## src/rtl/pwr_seq_arbiter.sv

```systemverilog
// Round-robin power-gating sequencer: orders iso/ret/pse per domain,
// one domain at a time, with settle delays and ack timeouts.
module pwr_seq_arbiter #(
  parameter int NUM_DOM     = 2,
  parameter int STEP_DLY    = 2,
  parameter int ACK_TIMEOUT = 8
) (
  input  logic               clk,
  input  logic               reset,
  input  logic [NUM_DOM-1:0] pwr_sig,
  input  logic [NUM_DOM-1:0] pse_ack,
  output logic [NUM_DOM-1:0] pse,
  output logic [NUM_DOM-1:0] iso,
  output logic [NUM_DOM-1:0] ret,
  output logic [NUM_DOM-1:0] dom_off,
  output logic               busy,
  output logic [2:0]         act_dom,
  output logic [NUM_DOM-1:0] err
);

  typedef enum logic [2:0] {
    S_IDLE,
    S_ISO_ON,
    S_RET_ON,
    S_PSE_OFF,
    S_DONE,
    S_PSE_ON,
    S_RET_OFF
  } state_t;

  state_t state, state_n;

  logic [3:0]         step_cnt, step_n;
  logic [7:0]         ack_cnt, ack_n;
  logic [2:0]         ptr, ptr_n;
  logic [2:0]         act_n;
  logic [NUM_DOM-1:0] pse_n, iso_n, ret_n, off_n, err_n;
  logic               busy_n;

  logic [NUM_DOM-1:0] pending, sel, gsel;
  logic [2:0]         gnt, gnt_hi, gnt_lo, ptr_nxt;
  logic               gnt_ok, hi_ok, lo_ok;
  logic               step_end, ack_up, ack_to;
  logic [3:0]         step_inc;
  logic [7:0]         ack_inc;

  assign pending = pwr_sig ^ dom_off;
  assign sel     = NUM_DOM'(1) << act_dom;
  assign gsel    = NUM_DOM'(1) << gnt;
  assign ptr_nxt = (act_dom == 3'(NUM_DOM - 1)) ? 3'd0 : act_dom + 3'd1;

  // first pending index at/after ptr, else lowest pending (wrap)
  always_comb begin
    hi_ok  = 1'b0;
    lo_ok  = 1'b0;
    gnt_hi = '0;
    gnt_lo = '0;
    for (int i = NUM_DOM - 1; i >= 0; i--) begin
      if (pending[i]) begin
        if (3'(i) >= ptr) begin
          hi_ok  = 1'b1;
          gnt_hi = 3'(i);
        end
        lo_ok  = 1'b1;
        gnt_lo = 3'(i);
      end
    end
    gnt_ok = hi_ok | lo_ok;
    gnt    = hi_ok ? gnt_hi : gnt_lo;
  end

  assign step_end = (step_cnt == 4'(STEP_DLY - 1));
  assign step_inc = (step_cnt == 4'hf) ? step_cnt : step_cnt + 4'd1;
  assign ack_up   = |(pse_ack & sel);
  assign ack_to   = (ack_cnt == 8'(ACK_TIMEOUT - 1));
  assign ack_inc  = (ack_cnt == 8'hff) ? ack_cnt : ack_cnt + 8'd1;

  always_comb begin
    state_n = state;
    step_n  = step_cnt;
    ack_n   = ack_cnt;
    ptr_n   = ptr;
    act_n   = act_dom;
    pse_n   = pse;
    iso_n   = iso;
    ret_n   = ret;
    off_n   = dom_off;
    err_n   = err;
    busy_n  = busy;
    unique case (state)
      S_IDLE: begin
        if (gnt_ok) begin
          act_n  = gnt;
          busy_n = 1'b1;
          step_n = '0;
          ack_n  = '0;
          if (|(pwr_sig & gsel)) begin
            state_n = S_ISO_ON;
            iso_n   = iso | gsel;
          end else begin
            state_n = S_PSE_ON;
            pse_n   = pse | gsel;
          end
        end
      end
      S_ISO_ON: begin
        if (step_end) begin
          state_n = S_RET_ON;
          step_n  = '0;
          ret_n   = ret | sel;
        end else begin
          step_n = step_inc;
        end
      end
      S_RET_ON: begin
        if (step_end) begin
          state_n = S_PSE_OFF;
          step_n  = '0;
          ack_n   = '0;
          pse_n   = pse & ~sel;
        end else begin
          step_n = step_inc;
        end
      end
      S_PSE_OFF: begin
        if (!ack_up) begin
          state_n = S_DONE;
        end else if (ack_to) begin
          state_n = S_DONE;
          err_n   = err | sel;
        end else begin
          ack_n = ack_inc;
        end
      end
      S_DONE: begin
        state_n = S_IDLE;
        off_n   = dom_off | sel;
        busy_n  = 1'b0;
        ptr_n   = ptr_nxt;
      end
      S_PSE_ON: begin
        if (ack_up || ack_to) begin
          state_n = S_RET_OFF;
          step_n  = '0;
          ret_n   = ret & ~sel;
          if (!ack_up) err_n = err | sel;
        end else begin
          ack_n = ack_inc;
        end
      end
      S_RET_OFF: begin
        if (step_end) begin
          state_n = S_IDLE;
          iso_n   = iso & ~sel;
          off_n   = dom_off & ~sel;
          busy_n  = 1'b0;
          ptr_n   = ptr_nxt;
        end else begin
          step_n = step_inc;
        end
      end
      default: state_n = S_IDLE;
    endcase
  end

  always_ff @(posedge clk) begin
    if (reset) begin
      state    <= S_IDLE;
      step_cnt <= '0;
      ack_cnt  <= '0;
      ptr      <= '0;
      act_dom  <= '0;
      pse      <= '1;
      iso      <= '0;
      ret      <= '0;
      dom_off  <= '0;
      err      <= '0;
      busy     <= 1'b0;
    end else begin
      state    <= state_n;
      step_cnt <= step_n;
      ack_cnt  <= ack_n;
      ptr      <= ptr_n;
      act_dom  <= act_n;
      pse      <= pse_n;
      iso      <= iso_n;
      ret      <= ret_n;
      dom_off  <= off_n;
      err      <= err_n;
      busy     <= busy_n;
    end
  end

`ifndef SYNTHESIS
  // reset is a forced POR exit, so ordering is only checked outside it
  for (genvar d = 0; d < NUM_DOM; d++) begin : g_ord
    a_iso_rise: assert property (@(posedge clk) disable iff (reset)
      !$past(reset) && $rose(iso[d]) |->
        pse[d] && !ret[d] && $stable(pse[d]) && $stable(ret[d]));
    a_ret_rise: assert property (@(posedge clk) disable iff (reset)
      !$past(reset) && $rose(ret[d]) |->
        pse[d] && iso[d] && $stable(pse[d]) && $stable(iso[d]));
    a_pse_fall: assert property (@(posedge clk) disable iff (reset)
      !$past(reset) && $fell(pse[d]) |->
        iso[d] && ret[d] && $stable(iso[d]) && $stable(ret[d]));
    a_pse_rise: assert property (@(posedge clk) disable iff (reset)
      !$past(reset) && $rose(pse[d]) |->
        iso[d] && ret[d] && $stable(iso[d]) && $stable(ret[d]));
    a_ret_fall: assert property (@(posedge clk) disable iff (reset)
      !$past(reset) && $fell(ret[d]) |->
        pse[d] && iso[d] && $stable(pse[d]) && $stable(iso[d]));
    a_iso_fall: assert property (@(posedge clk) disable iff (reset)
      !$past(reset) && $fell(iso[d]) |->
        pse[d] && !ret[d] && $stable(pse[d]) && $stable(ret[d]));
  end
`endif

endmodule

```

## config.mk

```make
export PLATFORM = sky130hd
export DESIGN_NAME = pwr_seq_arbiter
export DESIGN_NICKNAME = d
export VERILOG_FILES = /design/src/rtl/pwr_seq_arbiter.sv
export SDC_FILE = /design/constraint.sdc
export NUM_CORES = 1
export LEC_CHECK = 0
export CORE_MARGIN = 5
export CORE_UTILIZATION = 40
export DETAILED_ROUTE_END_ITERATION = 10
export MAX_ROUTING_LAYER = met4
export PLACE_DENSITY = 0.65
export SETUP_SLACK_MARGIN = 0.1
export SYNTH_ARGS = -nofsm -noshare
export SYNTH_HDL_FRONTEND = slang
export SYNTH_SLANG_ARGS = --single-unit
```

## constraint.sdc

```tcl
create_clock -name clk -period 2.3 [get_ports clk]
set_input_delay 0.46 -clock clk [delete_from_list [all_inputs] [get_ports clk]]
set_output_delay 0.46 -clock clk [all_outputs]
set_load 0.05 [all_outputs]
```

==> flow_summary.json, run 1 <==
{
  "status": "complete, no violations",
  "fmax_mhz": 466,
  "dieArea_um2": 5670,
  "drive_above_1_share_pct": 11.8,
  "io_pins": 20,
  "die_w_um": 75.3,
  "syn_inst": 212,
  "setup_viol": 0,
  "syn_to_final_growth_pct": 22.2,
  "wl_um": 4310,
  "place.detailed.hpwl_um": 3150,
  "htreeDepth": 1,
  "synth_ff_type": "dfxtp_1",
  "synthSimpleGateAreaFrac_pct": 28.8,
  "ys_seq_area_share_pct": 32.9,
  "synth_top_family_by_area": "simple AND/OR/NAND/NOR gates",
  "hold_viol": 0,
  "swShare_pct": 37.0,
  "crit_chain": "ha_1 -> or3b_1 -> a21boi_1 -> o22ai_2 -> or4_1 -> a21boi_1",
  "slew_violations": 0,
  "p_sw_uw": 594,
  "postSynthAreaPerCell_um2": 8.04,
  "p_clk_share_pct": 25.4,
  "first_pass_iters": 5,
  "cts_tree": "done",
  "cp_max_fo": 6,
  "antenna_found_initial": 0,
  "final_util_pct": 51.4,
  "synth-seq-cells": 28,
  "dpl_cell_area_um2": 2000,
  "ys_warn_count": 0,
  "cts_resized": 0,
  "path_clk_slew_ps": 110,
  "hold_start": "err[1]",
  "final_cell_mix": "28 x dfxtp_1, 22 x nand2_1, 17 x nor2_1, 17 x clkdlybuf4s50_1, 15 x buf_4",
  "grt_pass1_wl_um": 6960,
  "final.setup.tns_ps": 0,
  "p_int_mw": 1.01,
  "r2r-start": "step_cnt[0]",
  "critPathCaptureType": "flop",
  "cp_slowest_cell": "or4_1",
  "grt_max_degree": 17,
  "port_buffers": 17,
  "power_frac_comb_pct": 37.9,
  "worst-path-buf-inv": 0,
  "drt_iter0_markers": 185,
  "core_area_um2": 4060,
  "grt_usage_pct": 16.2,
  "ir_drop_mv": 0.414,
  "n_antenna_cell": 0,
  "cp_common_cell": "a21boi_1",
  "crit_type": "reg2reg",
  "globalplace.congestion": 0.888,
  "synth_xor_area_share_pct": 2.57,
  "synth_fa_ha_area_share_pct": 2.20,
  "wl_per_cell_um": 15.0,
  "relSlewSlack_pct": 66.4,
  "start_util_pct": 42.0,
  "holdBufCountCts": 0,
  "insertion_delay_ps": 290,
  "cp.required_ps": 2520,
  "ant_nets": 0,
  "cts.sinks": 28,
  "synth_compound_area_share_pct": 23.6,
  "clock_path_buffers": 2,
  "grt_overflow": 0,
  "synthMuxAreaShare_pct": 4.99,
  "power_density_nw_per_um2": 770,
  "synth-edff-count": 0,
  "cpPeakStageDelay_ps": 480,
  "rsz0062_at_grt": "true",
  "fin_nets": 247,
  "critPathArrivalTime_ps": 2370,
  "startpoint": "step_cnt[0]",
  "grt_pass1_vias": 1514,
  "synthDistinctLibCells": 53,
  "final_common_cell": "dfxtp_1",
  "p_seq_share_pct": 36.7,
  "fin_worst_skew_ps": 6.49,
  "finalInstanceArea_um2": 2080,
  "finalCritPeriodShare_pct": 93.3,
  "async_flop_share_pct": 0,
  "leakagePower_nw": 0.802,
  "fillers": 390,
  "postCtsSetupBuffers": 0,
  "syn-cell-area_um2": 1710,
  "cts_root_buf": "clkbuf_8",
  "die_h_um": 75.3,
  "hold_class": "reg2reg",
  "placementRows": 23,
  "worstSetupStartpointType": "flop",
  "tightest_slew_ps": 503,
  "cts_made_buffers": 3,
  "regArea_um2": 561,
  "layout_min_cycle_time_ps": 2150,
  "multiInputGateArea_um2": 1080,
  "cap_violations": 0,
  "crit_family": "simple AND/OR/NAND/NOR gates",
  "via_count": 1651,
  "vias_per_cell": 5.75,
  "drc_errors": 0,
  "total_power_mw": 1.60
}
## power groups by stage
stage / registers, mW / logic [mW] / clock network (mW)
6_report: 0.588 / 0.608 / 0.408
4_1_cts: 0.587 / 0.591 / 0.411
3_5_place_dp: 0.598 / 0.589 / 0
2_1_floorplan: 0.635 / 0.364 / 0
3_3_place_gp: 0.598 / 0.586 / 0
5_1_grt: 0.598 / 0.666 / 0.424
## worst reg2reg max path, delay by kind of cell (launching register included)
family	cells	cell delay, ps
and+or+nand+nor	2	920
AOI/OAI and AO/OA	3	570
DFF	1	410
adders and majority gates	1	180
## state kept, by name, indices dropped and copies added, names as in the netlist
| signal | count |
|---|---|
| ptr | 1 |
| iso | 2 |
| busy | 1 |
| dom_off | 2 |
| err | 2 |
| ack_cnt | 8 |
| pse | 2 |
| act_dom | 1 |
| step_cnt | 4 |
| state | 3 |
| ret | 2 |
## kinds of logic after synthesis
family | after synthesis
buffers and inverters | 18
AOI/OAI and AO/OA | 58
DFF | 28
and+or+nand+nor | 91
xor gates and xnor gates | 5
muxes | 8
other | 1
adders and majority gates | 3
## stage by stage
step | setup WS [ps] | hold WS (ps) | instances
4_1_cts | 121 | 490 | 287
3_3_place_gp | 4.74 | 456 | 283
5_1_grt | 32.7 | 512 | 287
3_5_place_dp | -26.8 | 462 | 283
2_1_floorplan | 101 | 455 | 213
6_report | 154 | 481 | 287
## per-layer routing
metal	vias up	routed length [um]	GRT usage [%]
met5	-	0	-
met4	0	48	5.44
met3	6	263	2.64
met2	56	1880	22.9
met1	753	2110	23.4
li1	836	-	-
## cell type report
type / instances / share of cell area (%)
Tap cell: 50 / 3.00
Timing Repair Buffer: 32 / 13.6
Clock buffer: 3 / 1.98
Clock inverter: 1 / 1.44
Sequential cell: 28 / 26.9
Inverter: 6 / 1.08
Multi-Input combinational cell: 167 / 52.0
## worst paths after layout
| check | end | slack [ps] | cells after the start |
|---|---|---|---|
| setup / recovery | ack_cnt[7] | 150 | 6 |
| hold / removal | err[1] | 480 | 2 |
| setup reg to reg | ack_cnt[7] | 150 | 6 |
| hold reg to reg | err[1] | 480 | 2 |
## cell usage after synthesis, types with 3 or more instances
cell	number	area [um^2]
xnor2_1	3	26.3
o31a_1	3	26.3
ha_1	3	37.5
o22ai_1	3	18.8
o21a_1	3	22.5
nand2_1	22	82.6
buf_2	5	25.0
mux2i_1	7	70.1
clkbuf_1	4	15.0
a211oi_1	6	45.0
or3b_1	3	26.3
nand2b_1	8	50.1
nand4_1	7	43.8
nor2_1	17	63.8
and3_1	5	31.3
a21oi_1	12	60.1
nand3_1	10	50.1
a31oi_1	4	25.0
o21ai_0	8	40.0
inv_1	6	22.5
nor3_1	4	20.0
dfxtp_1	28	561
(Power assumes the default switching activity.)
==> inputs of run 2 (changes only) <==
==> constraint.sdc (replaced) <==
create_clock -name clk -period 2.3 [get_ports clk]
set_input_delay 0.46 -clock clk [delete_from_list [all_inputs] [get_ports clk]]
set_output_delay 0.46 -clock clk [all_outputs]
set_load 0.01 [all_outputs]
==> flow_summary.json, run 2 (same netlist as run 1, synthesis figures left out) <==
{
  "slew_violations": 0,
  "power_density_nw_per_um2": 736,
  "start_util_pct": 42.0,
  "crit_family": "simple AND/OR/NAND/NOR gates",
  "crit_chain": "ha_1 -> or3b_4 -> a21boi_2 -> o22ai_2 -> or4_1 -> a21boi_1",
  "path_clk_slew_ps": 110,
  "drc_errors": 0,
  "grt_pass1_vias": 1530,
  "ir_drop_mv": 0.337,
  "crit_type": "reg2reg",
  "io_pins": 20,
  "antenna_found_initial": 0,
  "p_seq_share_pct": 38.4,
  "status": "complete, no violations",
  "hold_class": "reg2reg",
  "holdBufCountCts": 0,
  "die_w_um": 75.3,
  "cts.sinks": 28,
  "critPathCaptureType": "flop",
  "cts_root_buf": "clkbuf_8",
  "power_frac_comb_pct": 35.9,
  "htreeDepth": 1,
  "p_sw_uw": 531,
  "insertion_delay_ps": 290,
  "vias_per_cell": 5.76,
  "cp.required_ps": 2520,
  "wl_per_cell_um": 14.8,
  "p_int_mw": 1.02,
  "wl_um": 4240,
  "core_area_um2": 4060,
  "fillers": 392,
  "swShare_pct": 34.3,
  "postCtsSetupBuffers": 0,
  "port_buffers": 17,
  "setup_viol": 0,
  "drive_above_1_share_pct": 13.9,
  "final_cell_mix": "27 x dfxtp_1, 22 x nand2_1, 17 x nor2_1, 17 x clkdlybuf4s50_1, 15 x buf_4",
  "critPathArrivalTime_ps": 2250,
  "tightest_slew_ps": 504,
  "relSlewSlack_pct": 66.4,
  "final_common_cell": "dfxtp_1",
  "fmax_mhz": 491,
  "n_antenna_cell": 0,
  "p_clk_share_pct": 25.7,
  "ant_nets": 0,
  "cts_made_buffers": 3,
  "die_h_um": 75.3,
  "cts_tree": "done",
  "fin_nets": 247,
  "place.detailed.hpwl_um": 3140,
  "placementRows": 23,
  "reg.largest.list": "ack_cnt x8, step_cnt x4, state x3",
  "worstSetupStartpointType": "flop",
  "grt_overflow": 0,
  "grt_pass1_wl_um": 7160,
  "cp_slowest_cell": "or4_1",
  "via_count": 1654,
  "clock_path_buffers": 2,
  "grt_usage_pct": 16.8,
  "final.setup.tns_ps": 0,
  "first_pass_iters": 4,
  "drt_iter0_markers": 97,
  "regMostFlops": "ack_cnt",
  "finalCritPeriodShare_pct": 88.6,
  "cap_violations": 0,
  "layout_min_cycle_time_ps": 2040,
  "dieArea_um2": 5670,
  "worst-path-buf-inv": 0,
  "hold_viol": 0,
  "largest_reg_flops": 8,
  "fin_worst_skew_ps": 11.8,
  "grt_max_degree": 21,
  "leakagePower_nw": 0.809,
  "syn_to_final_growth_pct": 23.5,
  "cp_max_fo": 6,
  "cts_resized": 0,
  "final_util_pct": 51.9,
  "rsz0062_at_grt": "false",
  "globalplace.congestion": 0.894,
  "cpPeakStageDelay_ps": 480
}
==> run 2: worst paths after layout <==
path	to	slack, ps	start	depth (start not counted)
max	ack_cnt[7]	260	step_cnt[0]	6
min	ret[0]	490	ret[0]	2
max reg2reg	ack_cnt[7]	260	step_cnt[0]	6
min reg2reg	ret[0]	490	ret[0]	2
==> run 2: area by class of cell <==
| cell class | count | area (um^2) | share of cell area (%) |
|---|---|---|---|
| Clock buffer | 3 | 41.3 | 1.96 |
| Inverter | 6 | 22.5 | 1.07 |
| Timing Repair Buffer | 32 | 283 | 13.4 |
| Sequential cell | 28 | 562 | 26.7 |
| Clock inverter | 1 | 30.0 | 1.43 |
| Tap cell | 50 | 62.6 | 2.97 |
| Multi-Input combinational cell | 167 | 1100 | 52.5 |
==> run 2: power by group through the flow <==
stage | logic [mW] | clock network, mW | registers [mW]
after floorplan | 0.359 | 0 | 0.576
after global placement | 0.516 | 0 | 0.602
after detailed placement | 0.521 | 0 | 0.602
after CTS | 0.524 | 0.407 | 0.591
after global routing | 0.619 | 0.428 | 0.603
final | 0.557 | 0.399 | 0.594
==> run 2: worst reg2reg max path: stages (launching register included) <==
cell and delay [ps]:
dfxtp_1 400, ha_1 180, or3b_4 420, a21boi_2 200
o22ai_2 130, or4_1 480, a21boi_1 150
==> run 2: through the flow <==
step	area (um^2)	std cells	total power [mW]	hold WS (ps)	setup WS, ps
finish	2110	287	1.55	486	263
global placement	2000	283	1.12	459	7.83
floorplan	1710	213	0.935	455	418
CTS	2070	287	1.52	490	122
global route	2110	287	1.65	510	125
detailed placement	2000	283	1.12	467	-22.4
==> run 2: per-layer routing <==
| metal | GRT usage (%) | routed length [um] |
|---|---|---|
| met5 | - | 0 |
| met4 | 5.24 | 57 |
| met3 | 2.24 | 137 |
| met2 | 24.7 | 1870 |
| met1 | 23.8 | 2180 |
==> RTL change, RTL diff (flow settings as in run 1) <==
Reset style: asynchronous (`reset`), changed in one clocked block.
--- a/src/rtl/pwr_seq_arbiter.sv
+++ b/src/rtl/pwr_seq_arbiter.sv
@@ -163,7 +163,7 @@
     endcase
   end
 
-  always_ff @(posedge clk) begin
+  always_ff @(posedge clk or posedge reset) begin
     if (reset) begin
       state    <= S_IDLE;
       step_cnt <= '0;
Function: differs if reset is asserted again (counterexample within 4 cycles, from zero or initial values and one cycle with reset high); with reset held inactive, the same outputs for 10 cycles.
==> RTL change against run 1 <==
  * Setup slack improved by 0.067 ns
  * Final area increased by 1.1%
  * Non-clock buffer count increased by 1
  * Clock skew decreased by 0.0048 ns
  * Routed wire length decreased by 4.4%
  * Area after synthesis increased by 2.7%
  * Synthesized cell count decreased by 8.0%
  * Sequential cell count unchanged
  * Final cell count decreased by 4.5%
  * Highest routed layer unchanged
  * Critical path type is now input port to register
  * Fmax increased by 3.2%
Power is not compared: it rests on default switching activity, and its combinational part moved more than twofold at a synthesized area within 25%.
==> RTL change: results (changes against run 1) <==
stage,metric,value,unit,change
layout,nets,232,,-6.1%
placed_design,pre_cts_ws,-0.1740,ns,-0.1472 ns
global_route,grt_pass1_wl,7.141,mm,+2.6%
logic_synthesis,synth_compound_area_frac,0.3021,,+0.06663
global_route,grtUsageMet3,0.02719,,+0.0008015
setup_path,r2r_end,step_cnt[1],,
logic_synthesis,synth_mux_area_frac,0.01214,,-0.03775
logic_synthesis,yosysTopAreaCellShare,0.3714,,+0.04274
sta,hold_slack,0.4838,ns,+0.002482 ns
layout,num-multi-input-gates,151,,-9.6%
min_path,min_to,err[1],,
placed_design,placed_area,2047,um^2,+2.6%
sta,fin_worst_skew,0.001685,ns,-0.004802 ns
placed_design,place_congestion,0.8302,,-6.5%
layout,n_clock_buffer,4,,+1
route,drt_iter0_drc,92,,-50%
route,via_per_inst,6.007,,+4.4%
layout,drive_gt1_frac,0.1577,,+0.03951
logic_synthesis,ys_top_cells_by_count,"dfrtp_1 (26), o21ai_0 (21), nand2_1 (15)",,
setup_path,max_stage_delay,0.50,ns,+0.02 ns
layout,bufAreaShareNonClock,0.1389,,+0.003219
sta,maxSlewHeadroom,0.6390,,-0.02470
setup_path,reg2reg_depth,7,,+1
placed_design,dp.cells,270,,-4.6%
setup_path,ff2ff_setup_slack,0.24,ns,+0.09 ns
outcome,status,"complete, no violations",,
layout,fin_area,2108,um^2,+1.1%
min_path,hold_start,err[1],,
logic_synthesis,post_synth_xor_area_fraction,0.01500,,-0.01068
layout,seq_area,703.2,um^2,+25%
global_route,grt_use_met1,0.2034,,-0.03085
global_route,grt_pass1_vias,1521,,+0.46%
setup_path,crit_fanout,7,,+1
logic_synthesis,avgSynthCellArea,8.983,um^2,+12%
layout,fillers,425,,+9.0%
clock_network,clk_pin_slew,0.09,ns,-0.02 ns
layout,layout.cells.non_filler,274,,-4.5%
logic_synthesis,synth_area_leaders,"dfrtp_1 (37%), o21ai_0 (6.0%), o31ai_1 (4.3%)",,
route,wl_met1,1.978,mm,-6.3%
global_route,grtUsageMet2,0.2329,,+0.003730
setup_path,cp.arrival,2.28,ns,-0.09 ns
layout,buffers_excl_clock,33,,+3.1%
setup_path,r2r-start,step_cnt[1],,
min_path,hold_depth,1,,-1
route,wire_per_inst,15.02,um,+0.12%
placed_design,dpl.hpwl,3.005,mm,-4.7%
logic_synthesis,ys_async_sr_fraction,1.000,,+1.000
logic_synthesis,synthAdderAreaFrac,0.02143,,-0.0005817
die,die_w,76.18,um,+1.2%
route,wl_met3,229,um,-13%
clock_network,htreeDepth,1,,unchanged
layout,clk_share,0.02137,,-0.01285
layout,multi_input_area_share,0.4647,,-0.05572
route,met2WireLength,1.889,mm,+0.32%
sta,fin_crit_sh,0.9041,,-0.02895
[RTL change: changes by cell type after synthesis, sizes merged, moves of 6 or more]
cell / run 1 / this run
o31ai: 2 / 10
dfrtp: 0 / 26
nand2: 22 / 15
nand4: 7 / 0
o21ai: 8 / 21
a31oi: 4 / 11
dfxtp: 28 / 0
mux2i: 7 / 1
[RTL change: how the worst max path moves through the flow]
stage | to | slack [ns] | depth (start not counted)
after CTS | ack_cnt[3] | 0.13 | 7
after detailed placement | ack_cnt[7] | -0.17 | 6
after floorplan | ack_cnt[3] | 0.11 | 6
after global routing | step_cnt[1] | 0.12 | 7
after global placement | ack_cnt[3] | -0.12 | 6
final | ack_cnt[7] | 0.22 | 6
[RTL change: what timing repair did]
| item | in CTS | in global routing |
|---|---|---|
| setup endpoints to repair | 0 | 10 |
| hold buffers | 0 | 0 |
| resized for setup | 0 | 4 |
| endpoints found under the hold margin | 0 | 0 |
| setup buffers | 0 | 0 |
